[src/rtl/clk_div.sv]
// Programmable glitch-free integer clock divider: clk_o = clk_i / D, D changeable at run time.
// Latency: en_i sampled high -> clk_o high on that same posedge; ratio writes in RUN apply at the next period boundary.
// Backpressure: div_ready_o drops while a ratio write is pending and rises again once the boundary consumes it.
//
// Ports:
//   clk_i        source clock, all flops on posedge
//   arst_ni      asynchronous reset, active low
//   en_i         run request (sampled only in IDLE or at a period boundary)
//   div_i        requested divide ratio, values below 2 are stored as 2
//   div_valid_i  ratio write request
//   div_ready_o  ratio write can be accepted (no write pending)
//   div_ack_o    one-cycle pulse during the first cycle at the new ratio
//   active_o     divider is in RUN
//   clk_o        divided clock, straight from a flop
module clk_div #(
  parameter int unsigned DIV_WIDTH = 8,
  parameter int unsigned RESET_DIV = 2
) (
  input  logic                 clk_i,
  input  logic                 arst_ni,
  input  logic                 en_i,
  input  logic [DIV_WIDTH-1:0] div_i,
  input  logic                 div_valid_i,
  output logic                 div_ready_o,
  output logic                 div_ack_o,
  output logic                 active_o,
  output logic                 clk_o
);

  typedef enum logic {
    ST_IDLE = 1'b0,
    ST_RUN  = 1'b1
  } state_e;

  localparam logic [DIV_WIDTH-1:0] DIV_RST = DIV_WIDTH'(RESET_DIV);
  localparam logic [DIV_WIDTH-1:0] DIV_MIN = DIV_WIDTH'(2);
  localparam logic [DIV_WIDTH-1:0] ONE     = DIV_WIDTH'(1);

  state_e               r_state;
  logic [DIV_WIDTH-1:0] r_cnt;
  logic [DIV_WIDTH-1:0] r_cur_div;
  logic [DIV_WIDTH-1:0] r_pend_div;
  logic                 r_pend;
  logic                 r_clk;
  logic                 r_active;
  logic                 r_ack;

  state_e               w_state_nxt;
  logic [DIV_WIDTH-1:0] w_cnt_nxt;
  logic [DIV_WIDTH-1:0] w_cur_div_nxt;
  logic [DIV_WIDTH-1:0] w_pend_div_nxt;
  logic                 w_pend_nxt;
  logic                 w_clk_nxt;
  logic                 w_active_nxt;
  logic                 w_ack_nxt;

  logic                 w_xfer;
  logic [DIV_WIDTH-1:0] w_div_wr;
  logic [DIV_WIDTH-1:0] w_half;
  logic [DIV_WIDTH-1:0] w_cnt_inc;
  logic                 w_bnd;

  assign w_xfer    = div_valid_i & ~r_pend;
  assign w_div_wr  = (div_i < DIV_MIN) ? DIV_MIN : div_i;
  assign w_half    = r_cur_div >> 1;
  // cur_div >= 2 always, so cnt+1 never wraps and cur_div-1 never underflows
  assign w_cnt_inc = r_cnt + ONE;
  assign w_bnd     = (r_cnt == (r_cur_div - ONE));

  always_comb begin
    w_state_nxt    = r_state;
    w_cnt_nxt      = r_cnt;
    w_cur_div_nxt  = r_cur_div;
    w_pend_div_nxt = r_pend_div;
    w_pend_nxt     = r_pend;
    w_clk_nxt      = r_clk;
    w_active_nxt   = r_active;
    w_ack_nxt      = 1'b0;

    case (r_state)
      ST_IDLE: begin
        // no clock running, so a new ratio can be taken on the spot
        if (w_xfer) begin
          w_cur_div_nxt = w_div_wr;
          w_ack_nxt     = 1'b1;
        end
        if (en_i) begin
          w_state_nxt  = ST_RUN;
          w_cnt_nxt    = '0;
          w_clk_nxt    = 1'b1;
          w_active_nxt = 1'b1;
        end
      end

      ST_RUN: begin
        // pend is evaluated from its old value at the boundary, so a write
        // accepted on a boundary edge waits for the following boundary
        if (w_xfer) begin
          w_pend_div_nxt = w_div_wr;
          w_pend_nxt     = 1'b1;
        end
        if (w_bnd) begin
          if (r_pend) begin
            w_cur_div_nxt = r_pend_div;
            w_pend_nxt    = 1'b0;
            w_ack_nxt     = 1'b1;
          end
          w_cnt_nxt = '0;
          if (en_i) begin
            w_clk_nxt = 1'b1;
          end else begin
            w_state_nxt  = ST_IDLE;
            w_clk_nxt    = 1'b0;
            w_active_nxt = 1'b0;
          end
        end else begin
          w_cnt_nxt = w_cnt_inc;
          // high for the first floor(D/2) cycles of the period
          w_clk_nxt = (w_cnt_inc < w_half);
        end
      end

      default: begin
        w_state_nxt  = ST_IDLE;
        w_cnt_nxt    = '0;
        w_clk_nxt    = 1'b0;
        w_active_nxt = 1'b0;
      end
    endcase
  end

  always_ff @(posedge clk_i or negedge arst_ni) begin
    if (!arst_ni) begin
      r_state    <= ST_IDLE;
      r_cnt      <= '0;
      r_cur_div  <= DIV_RST;
      r_pend_div <= DIV_RST;
      r_pend     <= 1'b0;
      r_clk      <= 1'b0;
      r_active   <= 1'b0;
      r_ack      <= 1'b0;
    end else begin
      r_state    <= w_state_nxt;
      r_cnt      <= w_cnt_nxt;
      r_cur_div  <= w_cur_div_nxt;
      r_pend_div <= w_pend_div_nxt;
      r_pend     <= w_pend_nxt;
      r_clk      <= w_clk_nxt;
      r_active   <= w_active_nxt;
      r_ack      <= w_ack_nxt;
    end
  end

  assign div_ready_o = ~r_pend;
  assign div_ack_o   = r_ack;
  assign active_o    = r_active;
  assign clk_o       = r_clk;

endmodule

[config.mk]
export PLATFORM = sky130hd
export DESIGN_NAME = clk_div
export DESIGN_NICKNAME = d
export VERILOG_FILES = /design/src/rtl/clk_div.sv
export SDC_FILE = /design/constraint.sdc
export NUM_CORES = 1
export LEC_CHECK = 0
export ABC_CLOCK_PERIOD_IN_PS = 3600
export CELL_PAD_IN_SITES_DETAIL_PLACEMENT = 1
export CELL_PAD_IN_SITES_GLOBAL_PLACEMENT = 1
export CORE_AREA = 2 2 66 68
export CTS_CLUSTER_SIZE = 30
export DETAILED_ROUTE_END_ITERATION = 16
export DIE_AREA = 0 0 68 70
export GPL_ROUTABILITY_DRIVEN = 1
export GPL_TIMING_DRIVEN = 1
export PLACE_DENSITY = 0.74
export SYNTH_ARGS = -nofsm -noshare
export SYNTH_HDL_FRONTEND = slang
export SYNTH_SLANG_ARGS = --single-unit
[constraint.sdc]
create_clock -name clk_i -period 3.6 [get_ports clk_i]
set_clock_uncertainty 0.05 [all_clocks]
set_input_delay 0.54 -clock clk_i [delete_from_list [all_inputs] [get_ports clk_i]]
set_output_delay 0.54 -clock clk_i [all_outputs]
set_load 0.02 [all_outputs]
; ---- Yosys cells after proc, flatten, opt, wreduce, memory -nomap -nowiden
; Cells that the tools add are included.
[totals]
out_inout_bits = 4
word_cells = 48
input_bits = 12
regBits = 29
[op_classes]
addsub = 2
eq_ne = 6
n_reduce_logical = 3
bitwise_logic = 3
magnitude_cmp = 2
mux = 24
[op_table]
columns = op, count
row1 = $mux 8, 6
row2 = $pmux 8 s2, 2
row3 = $mux 1, 12
row4 = $add 8x1->8 const B, 1
row5 = $eq 8x8->1, 1
row6 = $lt 8x2->1 const B, 1
row7 = $lt 8x7->1, 1
row8 = $pmux 1 s2, 4
row9 = $sub 8x1->8 const B, 1
row10 = $ne 2x2->1 const B, 3
row11 = $reduce_and 3->1, 2
row12 = $ne 2x1->1 const B, 2
row13 = $not 1->1, 2
row14 = $reduce_and 2->1, 1
row15 = $and 1x1->1, 1

; ---- Longest topological paths before layout
; Gate-level depths: netlist of the first run.
[depth]
ltp_word = 5
ltp_mapped = 10

; ---- Least setup slack after synthesis of the first run
; No wires, ideal clock.
[synth_timing]
path_type = register -> register
from = reg r_cur_div[0]
to = reg r_cur_div[0]
setup_ps = 125
path_slack_ps = 1059
required_ps = 3425
t_arrival_ps = 2366
period_less_slack_ps = 2541
path_stages_with_launch = 11
n_path_buf = 2
cell_sequence = dfrtp_1 -> clkbuf_1 -> inv_1 -> ha_1 -> clkbuf_2 -> o21ba_1 -> a221oi_1 -> a41oi_1 -> a211oi_4 -> a31oi_4 -> mux2_4
[synth_between]
elab_chain_cells = 4
[synth_rtl]
columns = item, line_no
row1 = "start, declared", 41  ; logic [DIV_WIDTH-1:0] r_cur_div;
row2 = "start signal, assigned", 145  ; r_cur_div <= w_cur_div_nxt;
row3 = $sub 8x1->8, 68  ; assign w_bnd = (r_cnt == (r_cur_div - ONE));
row4 = $eq 8x8->1, 68
row5 = $ne 2x1->1 (no source line), -
row6 = $reduce_and 3->1 (no source line), -
; Every way passes these cells.
; A chain may end at the register's enable or synchronous reset.

; ---- Worst setup path in the final report of the first run
[layout_timing]
from = reg r_cur_div[1]
to = reg r_cur_div[0]
; The elaborated chain is that of the path after synthesis.

==> run summary, run 1 <==
Sw Share - 0.211
DRC Markers - 0
clock power share - 0.459
Compound-Gate Fraction of Synth Area - 0.152
vias - 1318
WL final - 4030 um
Slew headroom - 0.508
port buffer count - 15
post-DR vias/cell - 5.58
synth cell count leaders - 27 x dfrtp_1, 12 x inv_1, 12 x mux2i_1
status - finished clean
setup violators final - 0
initial drt markers - 44
Top FF cell, synth - dfrtp_1
post-synthesis simple-gate area fraction - 0.126
# IOs - 16
area of the mapped netlist - 1730 um2
CP max stage cell - dfstp_2
Longest Clk Path Bufs - 2
share of cells above drive strength 1 - 0.120
Top Layer Used - met4
n_diodes - 0
crit path time final - 2.78 ns
post-route cell area - 2030 um2
Setup crit end kind - flop
required time of the critical path - 3.72 ns
routed len/inst - 17.1 um
post-route ant nets - 0
starting density of the core - 0.418
Rows - 24
vias in the first global route - 1441
number of hold buffers added after CTS - 0
# nets final - 203
Metal-1 WL - 1770 um
met2 routed WL - 2130 um
buffer count from post-CTS setup fixing - 0
Hold Path Class - reg2reg
largest net degree at the start of global routing - 30
PostCTS Resize Cnt - 0
Mapped Cells - 167
Synth area leaders - dfrtp_1 39%, mux2i_1 6.9%, ha_1 5.8%, xnor2_1 4.5%, mux2_2 3.9%
count leader, synth - dfrtp_1
first-pass GRT wire length - 6800 um
Avg Inst Size Synth - 10.4 um2
Num CTS Buffers - 5
die width - 68 um
setup TNS - 0 ns
clock-pin slew on the worst setup and hold paths - 0.06 ns
Netlist cell types - 40
Seq pwr share - 0.504
Final Wtd Congestion - 0.913
worst reg2reg path depth - 8
largest family of logic cells by synthesized area - compound AO/OA/AOI/OAI gates
Layout area overhead - 16.9%
async set or reset register ratio after synthesis - 1.00
RSZ-0062 raised after global routing - false
DP HPWL - 3030 um
H-tree depth - 2
multiplexer share of the synthesized area - 0.126
metal3 WL - 81 um
router iterations before antenna repair - 4
f_max - 359 MHz
CP Class - reg2reg
Synth Register Bits - 29
power density over cell area - 319 nW/um2
Lkg Pwr - 0.976 nW
logic gate share of total power - 0.037
CTS tree - built
internal power - 511 uW
post-synth top area share - 0.390
Final period util - 0.773
clock sink count - 29
Max Slew Vio Count - 0
Adder-Cell Fraction of Synth Area - 0.0577
Placed Area - 1930 um2
antenna violations before repair - 0
hold path depth - 2
die area - 4760 um2
Hold Fails Final Rpt - 0
Post-synth EDFFs - 0
Clock Latency Late Sink - 0.28 ns
Synth Area in XOR/XNOR - 0.0758
Critical Path Source Type - flop
sequential area share after synthesis - 0.420
crit path DAT - 2.90 ns
Global Route Usage Sum - 0.192
critical path cell sequence - inv_1 -> ha_1 -> o21ba_1 -> a221oi_1 -> a41oi_1 -> a211oi_4 -> a31oi_4 -> mux2_4
Worst Tran Pin Value - 0.737 ns
CP max FO - 9
die height - 70 um
post-synth top area cell - dfrtp_1
CORE AREA - 4140 um2
clock root buffer - clkbuf_8
Max-Cap Viols - 0
Max IR drop VDD - 258 uV
Syn Nets - 187
Critical Path Max Stage Delay - 0.59 ns
Switching Power - 136 uW
Synth Warn # - 0
grt ovf - 0
## power groups by stage
| stage | combinational, mW | clock [mW] | sequential [mW] |
|---|---|---|---|
| floorplan | 0.00208 | 0 | 0.332 |
| global placement | 0.0235 | 0 | 0.332 |
| detailed placement | 0.0246 | 0 | 0.332 |
| CTS | 0.0248 | 0.298 | 0.326 |
| global route | 0.0267 | 0.319 | 0.326 |
| finish | 0.0242 | 0.297 | 0.326 |
## final cells by class
cell class	count	area, um2
multi-input cells	119	930
clock inverters	1	5.00
repair buffers	16	158
fillers	470	2120
inverters	12	45.0
flip-flops and latches	29	728
well taps	52	65.1
clock buffers	7	96.3
## logic make-up after synthesis
kind of cell             after synthesis
buffers and inverters                 19
flip-flops                            29
XOR/XNOR                              15
adder cells (fa/ha/maj)                8
AO/OA/AOI/OAI                         35
multiplexers                          20
AND/OR/NAND/NOR                       41
## path summary, 6_finish.rpt
path,startpoint,end,slack (ns)
worst max-delay path,r_cur_div[1]$_DFFE_PN1P_,r_cur_div[0]$_DFFE_PN0P_,0.82
worst min-delay path,r_pend_div[0]$_DFFE_PN0P_,r_pend_div[0]$_DFFE_PN0P_,0.44
worst max register to register,r_cur_div[1]$_DFFE_PN1P_,r_cur_div[0]$_DFFE_PN0P_,0.82
worst min register to register,r_pend_div[0]$_DFFE_PN0P_,r_pend_div[0]$_DFFE_PN0P_,0.44
max in group asynchronous,arst_ni,r_cur_div[1]$_DFFE_PN1P_,2.59
min in group asynchronous,arst_ni,r_pend_div[2]$_DFFE_PN0P_,0.60
## worst max-delay path: cells and delay by family (launching register included)
kind	cells	cell delay, ns
AOI/OAI and AO/OA	5	1.32
DFF	1	0.59
muxes	1	0.38
adders and majority gates	1	0.27
buffers and inverters	1	0.06
## stage by stage
step / setup slack (ns) / cells / utilization / hold slack (ns) / total power, mW
2_1_floorplan: 1.06 / 167 / - / 0.194 / 0.334
3_3_place_gp: 0.928 / 228 / 0.465 / 0.416 / 0.355
3_5_place_dp: 0.852 / 228 / 0.465 / 0.432 / 0.357
4_1_cts: 0.808 / 236 / 0.489 / 0.446 / 0.649
5_1_grt: 0.658 / 236 / 0.489 / 0.475 / 0.671
6_report: 0.818 / 236 / 0.489 / 0.435 / 0.647
## state kept, by name, indices dropped and copies added (netlist names)
| register | count |
|---|---|
| r_state | 1 |
| r_cur_div | 8 |
| clk_o | 1 |
| div_ack_o | 1 |
| r_pend | 1 |
| active_o | 1 |
| r_pend_div | 8 |
| r_cnt | 8 |
## layer usage
| metal | up-vias | GRT usage |
|---|---|---|
| li1 | 633 | - |
| met1 | 663 | 0.234 |
| met2 | 16 | 0.331 |
| met3 | 6 | 0.0435 |
| met4 | 0 | 0.0511 |
| met5 | - | 0 |
## cells in the final DEF, fill, tap and decap left out, types with 7 or more instances in the layout
cell type / count
inv_1: 12
ha_1: 8
nand2_1: 7
o21ai_0: 8
clkbuf_8: 7
dfrtp_1: 27
a21oi_1: 7
nor2_1: 7
xnor2_1: 9
clkdlybuf4s50_1: 15
mux2i_1: 12
Power figures use the tool's default switching activity.
==> inputs of run 2 (changes only) <==
Settings changed: ABC_CLOCK_PERIOD_IN_PS 3600 to 2650.
Clock period 3.6 ns to 2.65 ns, I/O delays scaled along.
==> run 2 against run 1 <==
Net effect:
- clock power rose by 25%
- non-clock buffer count grew 5
- worst setup slack worse by 0.68 ns
- die area did not move
- register-to-register slack worse by 0.68 ns
- power rose by 31%
- critical endpoint is now r_cnt[2]$_DFFE_PN0P_
- largest cell class unchanged
- largest power group unchanged
- highest routed layer unchanged
==> run summary, run 2 (same netlist as run 1, synthesis figures left out) <==
first-pass GRT wire length - 6860 um (+0.91%)
vias in the first global route - 1433 (-0.56%)
CP max stage cell - dfstp_2
Rows - 24 (unchanged)
status - finished clean
Clock Latency Late Sink - 0.28 ns (about the same)
commonest non-fill, non-tap cells in the layout - 27 x dfrtp_1, 15 x clkdlybuf4s50_1, 12 x inv_1, 12 x mux2i_1, 9 x xnor2_1
crit path DAT - 2.63 ns (-0.27 ns)
Hold Path Class - reg2reg
worst hold start - r_pend_div[0]$_DFFE_PN0P_
die height - 70 um (unchanged)
Lkg Pwr - 0.992 nW (+1.7%)
# IOs - 16 (unchanged)
post-route ant nets - 0 (unchanged)
Num CTS Buffers - 5 (unchanged)
Layout area overhead - 18.4%
port buffer count - 15 (unchanged)
buffer count from post-CTS setup fixing - 0 (unchanged)
CP Class - reg2reg
DP HPWL - 3010 um (-0.73%)
RSZ-0062 raised after global routing - false
Critical Path Source Type - flop
n_diodes - 0 (unchanged)
post-DR vias/cell - 5.53 (-0.96%)
die area - 4760 um2 (unchanged)
setup violators final - 0 (unchanged)
r2r startpoint - r_cur_div[1]$_DFFE_PN1P_
power density over cell area - 413 nW/um2 (+29%)
most common cell after layout, fill and taps aside - dfrtp_1
crit path time final - 2.52 ns (-0.266 ns)
required time of the critical path - 2.76 ns (-0.96 ns)
Max Slew Vio Count - 0 (unchanged)
crit path from - r_cur_div[1]$_DFFE_PN1P_
Critical Path Max Stage Delay - 0.53 ns (-0.06 ns)
grt ovf - 0 (unchanged)
vias - 1333 (+1.1%)
clock sink count - 29 (unchanged)
antenna violations before repair - 0 (unchanged)
die width - 68 um (unchanged)
share of cells above drive strength 1 - 0.132 (+0.0127)
number of hold buffers added after CTS - 0 (unchanged)
f_max - 397 MHz (+11%)
PostCTS Resize Cnt - 0 (unchanged)
# nets final - 208 (+2.5%)
Max-Cap Viols - 0 (unchanged)
WL final - 3920 um (-2.8%)
Slew headroom - 0.630 (+0.122)
Longest Clk Path Bufs - 2 (unchanged)
Worst Tran Pin Value - 0.553 ns (-0.185 ns)
CP max FO - 7 (-2)
critical path cell sequence - inv_1 -> ha_1 -> o21ba_1 -> a221oi_1 -> a41oi_1 -> a211oi_4 -> buf_4 -> nor2_1 -> a22o_1
H-tree depth - 2 (unchanged)
Final period util - 0.950 (+0.177)
clock-pin slew on the worst setup and hold paths - 0.06 ns (about the same)
starting density of the core - 0.418 (unchanged)
Max IR drop VDD - 420 uV (+63%)
largest net degree at the start of global routing - 30 (unchanged)
CTS tree - built
Global Route Usage Sum - 0.194 (+0.00242)
CORE AREA - 4140 um2 (unchanged)
DRC Markers - 0 (unchanged)
setup TNS - 0 ns (unchanged)
Setup crit end kind - flop
biggest regs - r_cnt: 8 flops, r_cur_div: 8 flops, r_pend_div: 8 flops
Placed Area - 1960 um2 (+1.9%)
initial drt markers - 35 (-20%)
routed len/inst - 16.3 um (-4.8%)
post-route cell area - 2050 um2 (+1.3%)
Final Wtd Congestion - 0.905 (-0.84%)
Hold Fails Final Rpt - 0 (unchanged)
clock root buffer - clkbuf_8
router iterations before antenna repair - 4 (unchanged)
==> run 2: changes by cell type in the layout (fill, tap and decap cells not counted), sizes merged <==
cell / change
buf: +5
clkinv: -1
clkbuf: +1
==> run 2: worst max-delay path: cells and delay by family (launching register included) <==
family / cells / cell delay, ns
AOI/OAI and AO/OA: 5 / 1.20
adders and majority gates: 1 / 0.26
buffers and inverters: 2 / 0.24
DFF: 1 / 0.53
and+or+nand+nor: 1 / 0.10
==> run 2: path summary, 6_finish.rpt <==
path                                             endpoint  cells past startpoint  slack (ns)
worst min register to register  r_pend_div[0]$_DFFE_PN0P_                      2        0.43
min in group asynchronous               clk_o$_DFFE_PN0P_                      2        0.45
worst min-delay path            r_pend_div[0]$_DFFE_PN0P_                      2        0.43
worst max register to register       r_cnt[2]$_DFFE_PN0P_                      9        0.13
max in group asynchronous        r_cur_div[1]$_DFFE_PN1P_                      2        1.78
worst max-delay path                 r_cnt[2]$_DFFE_PN0P_                      9        0.13
==> run 2: cell type report <==
| type | instances | area, um2 |
|---|---|---|
| Fill cell | 471 | 2090 |
| Multi-Input combinational cell | 119 | 930 |
| Sequential cell | 29 | 728 |
| Timing Repair Buffer | 21 | 195 |
| Clock buffer | 8 | 90.1 |
| Tap cell | 52 | 65.1 |
| Inverter | 12 | 45.0 |
==> run 2: routing by layer <==
| metal | track usage | part of all wire | up-vias |
|---|---|---|---|
| met4 | 0.0689 | 0.018 | 0 |
| met1 | 0.252 | 0.47 | 673 |
| met2 | 0.310 | 0.49 | 15 |
| li1 | - | - | 638 |
| met3 | 0.0483 | 0.023 | 7 |
| met5 | 0 | 0 | - |
==> run 2: where the power goes <==
part           internal [mW]  total [mW]  switching [mW]
sequential             0.443       0.443               0
clock                  0.211       0.372           0.161
combinational         0.0165      0.0324          0.0159
==> run 2: per-stage QoR <==
stage / util / worst slack [ns] / hold slack (ns) / instances / power, mW
5_1_grt: 0.495 / 0.0198 / 0.479 / 241 / 0.879
6_report: 0.495 / 0.134 / 0.428 / 241 / 0.848
3_3_place_gp: 0.474 / 0.243 / 0.417 / 233 / 0.483
2_1_floorplan: - / 0.109 / 0.0519 / 167 / 0.454
4_1_cts: 0.495 / 0.0822 / 0.436 / 241 / 0.860
3_5_place_dp: 0.474 / 0.105 / 0.423 / 233 / 0.484
==> inputs of run 3 (changes only) <==
Settings changed: ABC_CLOCK_PERIOD_IN_PS 2650 to 2100, CORE_AREA 2 2 66 68 to 2 2 69 71, DIE_AREA 0 0 68 70 to 0 0 71 73, GPL_TIMING_DRIVEN 1 to 0, PLACE_DENSITY 0.74 to 0.71.
Clock period 2.65 ns to 2.1 ns, I/O delays scaled along.
==> run 3 against run 2 <==
Net effect:
- the run now ends with setup timing left
- cell count up 5.0%
- non-clock buffer count increased by 10
- register-to-register slack worse by 0.32 ns
- critical endpoint is now clk_o$_DFFE_PN0P_
- worst hold slack worse by 0.42 ns
- largest power group is now the clock network
- highest routed layer unchanged
- core utilization up 0.66 points
- cell area is 11% higher
- critical path depth is 2 higher
- critical path type unchanged
==> run summary, run 3 (same netlist as run 1, synthesis figures left out) <==
Critical Path Max Stage Delay - 0.54 ns (about the same)
M1 GR Usage - 0.223 (-0.0290)
CTS tree - built
internal power - 964 uW (+44%)
cell mode on critical path - buf_6
crit path DAT - 2.41 ns (-0.22 ns)
Global Route met3 Usage - 0.0414 (-0.00687)
die area - 5180 um2 (+8.9%)
# nets final - 218 (+4.8%)
logic gate share of total power - 0.033 (-0.005)
post-route ant nets - 0 (unchanged)
critical path cell sequence - inv_2 -> ha_4 -> xnor2_2 -> and4b_1 -> a41oi_2 -> a211oi_4 -> buf_6 -> buf_4 -> buf_6 -> nand2b_4 -> o21a_1
post-DR vias/cell - 5.52 (-0.17%)
Sw Share - 0.202 (-0.00664)
M2 GR Usage - 0.358 (+0.0487)
Longest Clk Path Bufs - 2 (unchanged)
# IOs - 16 (unchanged)
Hold Path Class - in2async
Global Route Usage Sum - 0.197 (+0.00325)
worst setup margin - -0.185 ns (-0.319 ns)
vias - 1397 (+4.8%)
share of cells above drive strength 1 - 0.271 (+0.139)
Max Slew Vio Count - 0 (unchanged)
CP max FO - 7 (unchanged)
first-pass GRT wire length - 7800 um (+14%)
H-tree depth - 2 (unchanged)
Max-Cap Viols - 0 (unchanged)
setup violators final - 21 (+21)
clock root buffer - clkbuf_8
commonest non-fill, non-tap cells in the layout - 27 x dfrtp_1, 14 x clkdlybuf4s50_1, 12 x mux2i_1
die width - 71 um (+4.4%)
clock-pin slew on the worst setup and hold paths - 0.06 ns (about the same)
final core utilization - 0.502 (+0.00660)
most common cell after layout, fill and taps aside - dfrtp_1
DP HPWL - 3320 um (+10%)
pre-CTS setup slack - -0.632 ns (-0.736 ns)
die height - 73 um (+4.3%)
Most Used Layer, Global Route - met2
Rows - 25 (+4.2%)
biggest regs - r_cnt: 8 flops, r_cur_div: 8 flops, r_pend_div: 8 flops
grt ovf - 0 (unchanged)
initial drt markers - 42 (+20%)
Layout area overhead - 31.3%
CP max stage cell - dfstp_2
RSZ-0062 raised after global routing - true
port buffer count - 15 (unchanged)
clock power share - 0.504 (+0.065)
required time of the critical path - 2.22 ns (-0.54 ns)
Final period util - 1.09 (+0.139)
router iterations before antenna repair - 4 (unchanged)
Worst Tran Pin Value - 0.711 ns (+0.158 ns)
crit path time final - 2.29 ns (-0.231 ns)
Hold Fails Final Rpt - 0 (unchanged)
n_diodes - 0 (unchanged)
Max IR drop VDD - 527 uV (+25%)
starting density of the core - 0.382 (-0.0361)
Clock Latency Late Sink - 0.29 ns (about the same)
Switching Power - 244 uW (+38%)
CORE AREA - 4540 um2 (+9.5%)
largest net degree at the start of global routing - 30 (unchanged)
WL final - 4650 um (+19%)
Final Wtd Congestion - 0.831 (-8.3%)
status - finished, violations left
vias in the first global route - 1611 (+12%)
routed len/inst - 18.4 um (+13%)
Setup crit end kind - flop
setup TNS - -2.89 ns (-2.89 ns)
number of hold buffers added after CTS - 0 (unchanged)
Slew headroom - 0.526 (-0.104)
DRC Markers - 0 (unchanged)
power density over cell area - 531 nW/um2 (+28%)
clock sink count - 29 (unchanged)
Critical Path Source Type - flop
failing checks - setup timing
antenna violations before repair - 0 (unchanged)
Num CTS Buffers - 5 (unchanged)
CP Class - reg2reg
Lkg Pwr - 1.09 nW (+9.5%)
Seq pwr share - 0.462 (-0.061)
f_max - 438 MHz (+10%)
[run 3: power groups by stage]
stage | sequential [mW] | clock, mW | combinational (mW)
after floorplan | 0.569 | 0 | 0.00357
after global placement | 0.569 | 0 | 0.0390
after detailed placement | 0.569 | 0 | 0.0410
after CTS | 0.559 | 0.622 | 0.0410
after global routing | 0.558 | 0.635 | 0.0441
final | 0.559 | 0.609 | 0.0402
[run 3: worst paths after layout]
kind	startpoint	to	slack, ns	depth (start not counted)
worst max-delay path	r_cur_div[1]$_DFFE_PN1P_	clk_o$_DFFE_PN0P_	-0.19	11
worst min-delay path	arst_ni	r_pend_div[0]$_DFFE_PN0P_	0.007	1
worst max register to register	r_cur_div[1]$_DFFE_PN1P_	clk_o$_DFFE_PN0P_	-0.19	11
worst min register to register	r_pend_div[1]$_DFFE_PN1P_	r_pend_div[1]$_DFFE_PN1P_	0.45	2
max in group asynchronous	arst_ni	r_cnt[0]$_DFFE_PN0P_	1.56	1
min in group clk_i	r_pend_div[1]$_DFFE_PN1P_	r_pend_div[1]$_DFFE_PN1P_	0.45	2
[run 3: repair_timing]
action | CTS | global route
pin swaps | 9 | 4
setup endpoints to repair | 21 | 21
gates resized for setup | 10 | 12
buffers inserted | 7 | 3
[run 3: final cells by class]
cell class	count	area, um2
fill	492	2260
multi-input combinational	119	1040
sequential	29	728
timing repair buffer	25	244
clock buffer	7	86.3
tap	54	67.6
inverter	12	45.0
buffer	6	38.8
clock inverter	1	30.0
[run 3: layer usage]
layer / up-vias / share of wire / wire length (um)
met4: 0 / 0.019 / 89
met2: 22 / 0.55 / 2540
met1: 709 / 0.41 / 1910
met5: - / 0 / 0
met3: 8 / 0.024 / 111
li1: 658 / - / -
[run 3: worst max-delay path: cells and delay by family (launching register included)]
family                   cells  cell delay [ns]
flip-flops                   1             0.54
AO/OA/AOI/OAI                3             0.49
XOR/XNOR                     1             0.13
adder cells (fa/ha/maj)      1             0.18
buffers and inverters        4             0.43
AND/OR/NAND/NOR              2             0.34
[run 3: stage by stage]
step	power (mW)	instances	hold WS (ns)	cell area (um2)
3_3_place_gp	0.608	236	0.418	1990
6_report	1.21	253	0.00682	2280
4_1_cts	1.22	250	0.458	2210
3_5_place_dp	0.610	236	0.448	1990
5_1_grt	1.24	253	0.0515	2280
2_1_floorplan	0.573	167	-0.0306	1780
==> RTL edit: new RTL, settings of run 1 <==
Set the parameter `DIV_WIDTH` to 6 (it was 8).
--- a/src/rtl/clk_div.sv
+++ b/src/rtl/clk_div.sv
@@ -13,7 +13,7 @@
 //   active_o     divider is in RUN
 //   clk_o        divided clock, straight from a flop
 module clk_div #(
-  parameter int unsigned DIV_WIDTH = 8,
+  parameter int unsigned DIV_WIDTH = 6,
   parameter int unsigned RESET_DIV = 2
 ) (
   input  logic                 clk_i,
Interface: changed (resized div_i); port bits go from 16 to 14. The function was not compared with the original's and may differ.
==> RTL edit against run 1 <==
Worst setup slack gained 0.045 ns. Sequential cell count shrank 6. Global-route usage shrank 2.9 points. Combinational power shrank 19%. Synthesized area shrank 19%. Total power shrank 31%. Routed wire length shrank 18%. Design area shrank 21%. Critical endpoint unchanged.
==> RTL edit: results (changes against run 1) <==
place:
  dp_slack_ns: 0.875  # +0.0236 ns
  dp.cells: 210  # -7.9%
  hpwl_um: 2580  # -15%
  routabilityCongestion: 0.842  # -7.8%
  post_dp_cell_area_um2: 1550  # -19%
yosys:
  syn_nets: 168  # -10%
  yosysUniqueCellTypes: 37  # -7.5%
  seq_area_frac_synth: 0.413  # -0.00704
  synthAdderAreaFrac: 0.0536  # -0.00410
  synth.area.mux_share: 0.0536  # -0.0719
  synth.avg_cell_area_um2: 9.21  # -11%
  ys_top_cells_by_area: "dfrtp_1 (38%), ha_1 (5.4%), nand2_1 (4.3%), a21oi_1 (3.9%), dfstp_2 (3.8%)"
  synth_common_cells: "dfrtp_1 (21), nand2_1 (16), inv_1 (14)"
  synth-compound-area-share: 0.181  # +0.0299
drt:
  routed-via-count: 1112  # -16%
  dr_wl_met2_um: 1680  # -21%
  first_iter_violations: 34  # -23%
  wl_met3_um: 66  # -19%
  wire_per_inst_um: 15.4  # -10%
critical_path:
  path_max_fanout: 10  # +1
  rr_worst_depth: 7  # -1
  worst-r2r-setup-slack_ns: 0.86  # +0.04 ns
  crit_arrival_ns: 2.86  # -0.04 ns
  critPathTopFamily: "simple AND/OR/NAND/NOR gates"
global_route:
  grt_pass1_vias: 1212  # -16%
  grt_use_total: 0.162  # -0.0292
  grt_pass1_wl_um: 5900  # -13%
  use_met3: 0.0242  # -0.0193
  grt_max_degree: 24  # -20%
  grtUsageMet1: 0.218  # -0.0168
  grtUsageMet2: 0.271  # -0.0604
sta:
  slew_headroom: 0.320  # -0.189
  hold_ws_ns: 0.463  # +0.0275 ns
  clock.fmax_mhz: 365  # +1.6%
power_and_ir_drop:
  irDropWorstVdd_v: 0.000180  # -30%
  internal-power_uw: 345  # -32%
  leakage_uw: 0.000754  # -23%
clock_tree:
  htreeDepth: 1  # -1
  numCtsBuffers: 3  # -2
  clk_path_buf_depth: 2  # unchanged
  cts_setup_buffers: 0  # unchanged
  clkTransAtPathRegs_ns: 0.09  # +0.03 ns
  ctsResizeCount: 0  # unchanged
run_status:
  status: "finished, final reports clean"
layout:
  nNetsFinal: 179  # -12%
  largestRegisters: "r_cnt: 6 flops, r_cur_div: 6 flops, r_pend_div: 6 flops"
  nFillCells: 490  # +4.3%
  drive_gt1_frac: 0.105  # -0.0146
  layout.cells.non_filler: 214  # -9.3%
worst_hold_path:
  hp-start: "r_pend_div[1]$_DFFE_PN1P_"
[RTL edit: changes by cell type after synthesis, moves of 3 or more]
cell     before  now
nor4_1        2    5
a22o_1        6    0
nand2_1       7   16
xnor2_1       9    5
mux2i_1      12    0
nor2_1        7   11
a21oi_1       7   11
o32ai_1       0    4
dfrtp_1      27   21
[RTL edit: layout make-up]
type | instances | area [um^2] | share of cell area
clock buffers | 3 | 41.3 | 0.0258
clock inverters | 1 | 5.00 | 0.00313
inverters | 14 | 52.6 | 0.0329
multi-input cells | 108 | 727 | 0.455
flip-flops and latches | 23 | 578 | 0.362
well taps | 52 | 65.1 | 0.0407
repair buffers | 13 | 130 | 0.0814
[RTL edit: power by group through the flow]
stage	logic (uW)	registers (uW)	clock network, uW
final	19.5	258	166
after global routing	21.8	258	182
after CTS	20.4	258	167
after detailed placement	20.4	263	0
after global placement	19.7	263	0
after floorplan	2.83	263	0
[RTL edit: worst min-delay path, cell delays in order, from the launching register on]
cell and delay (ns):
dfstp_2 0.38, nand2_1 0.06, o21ai_0 0.07
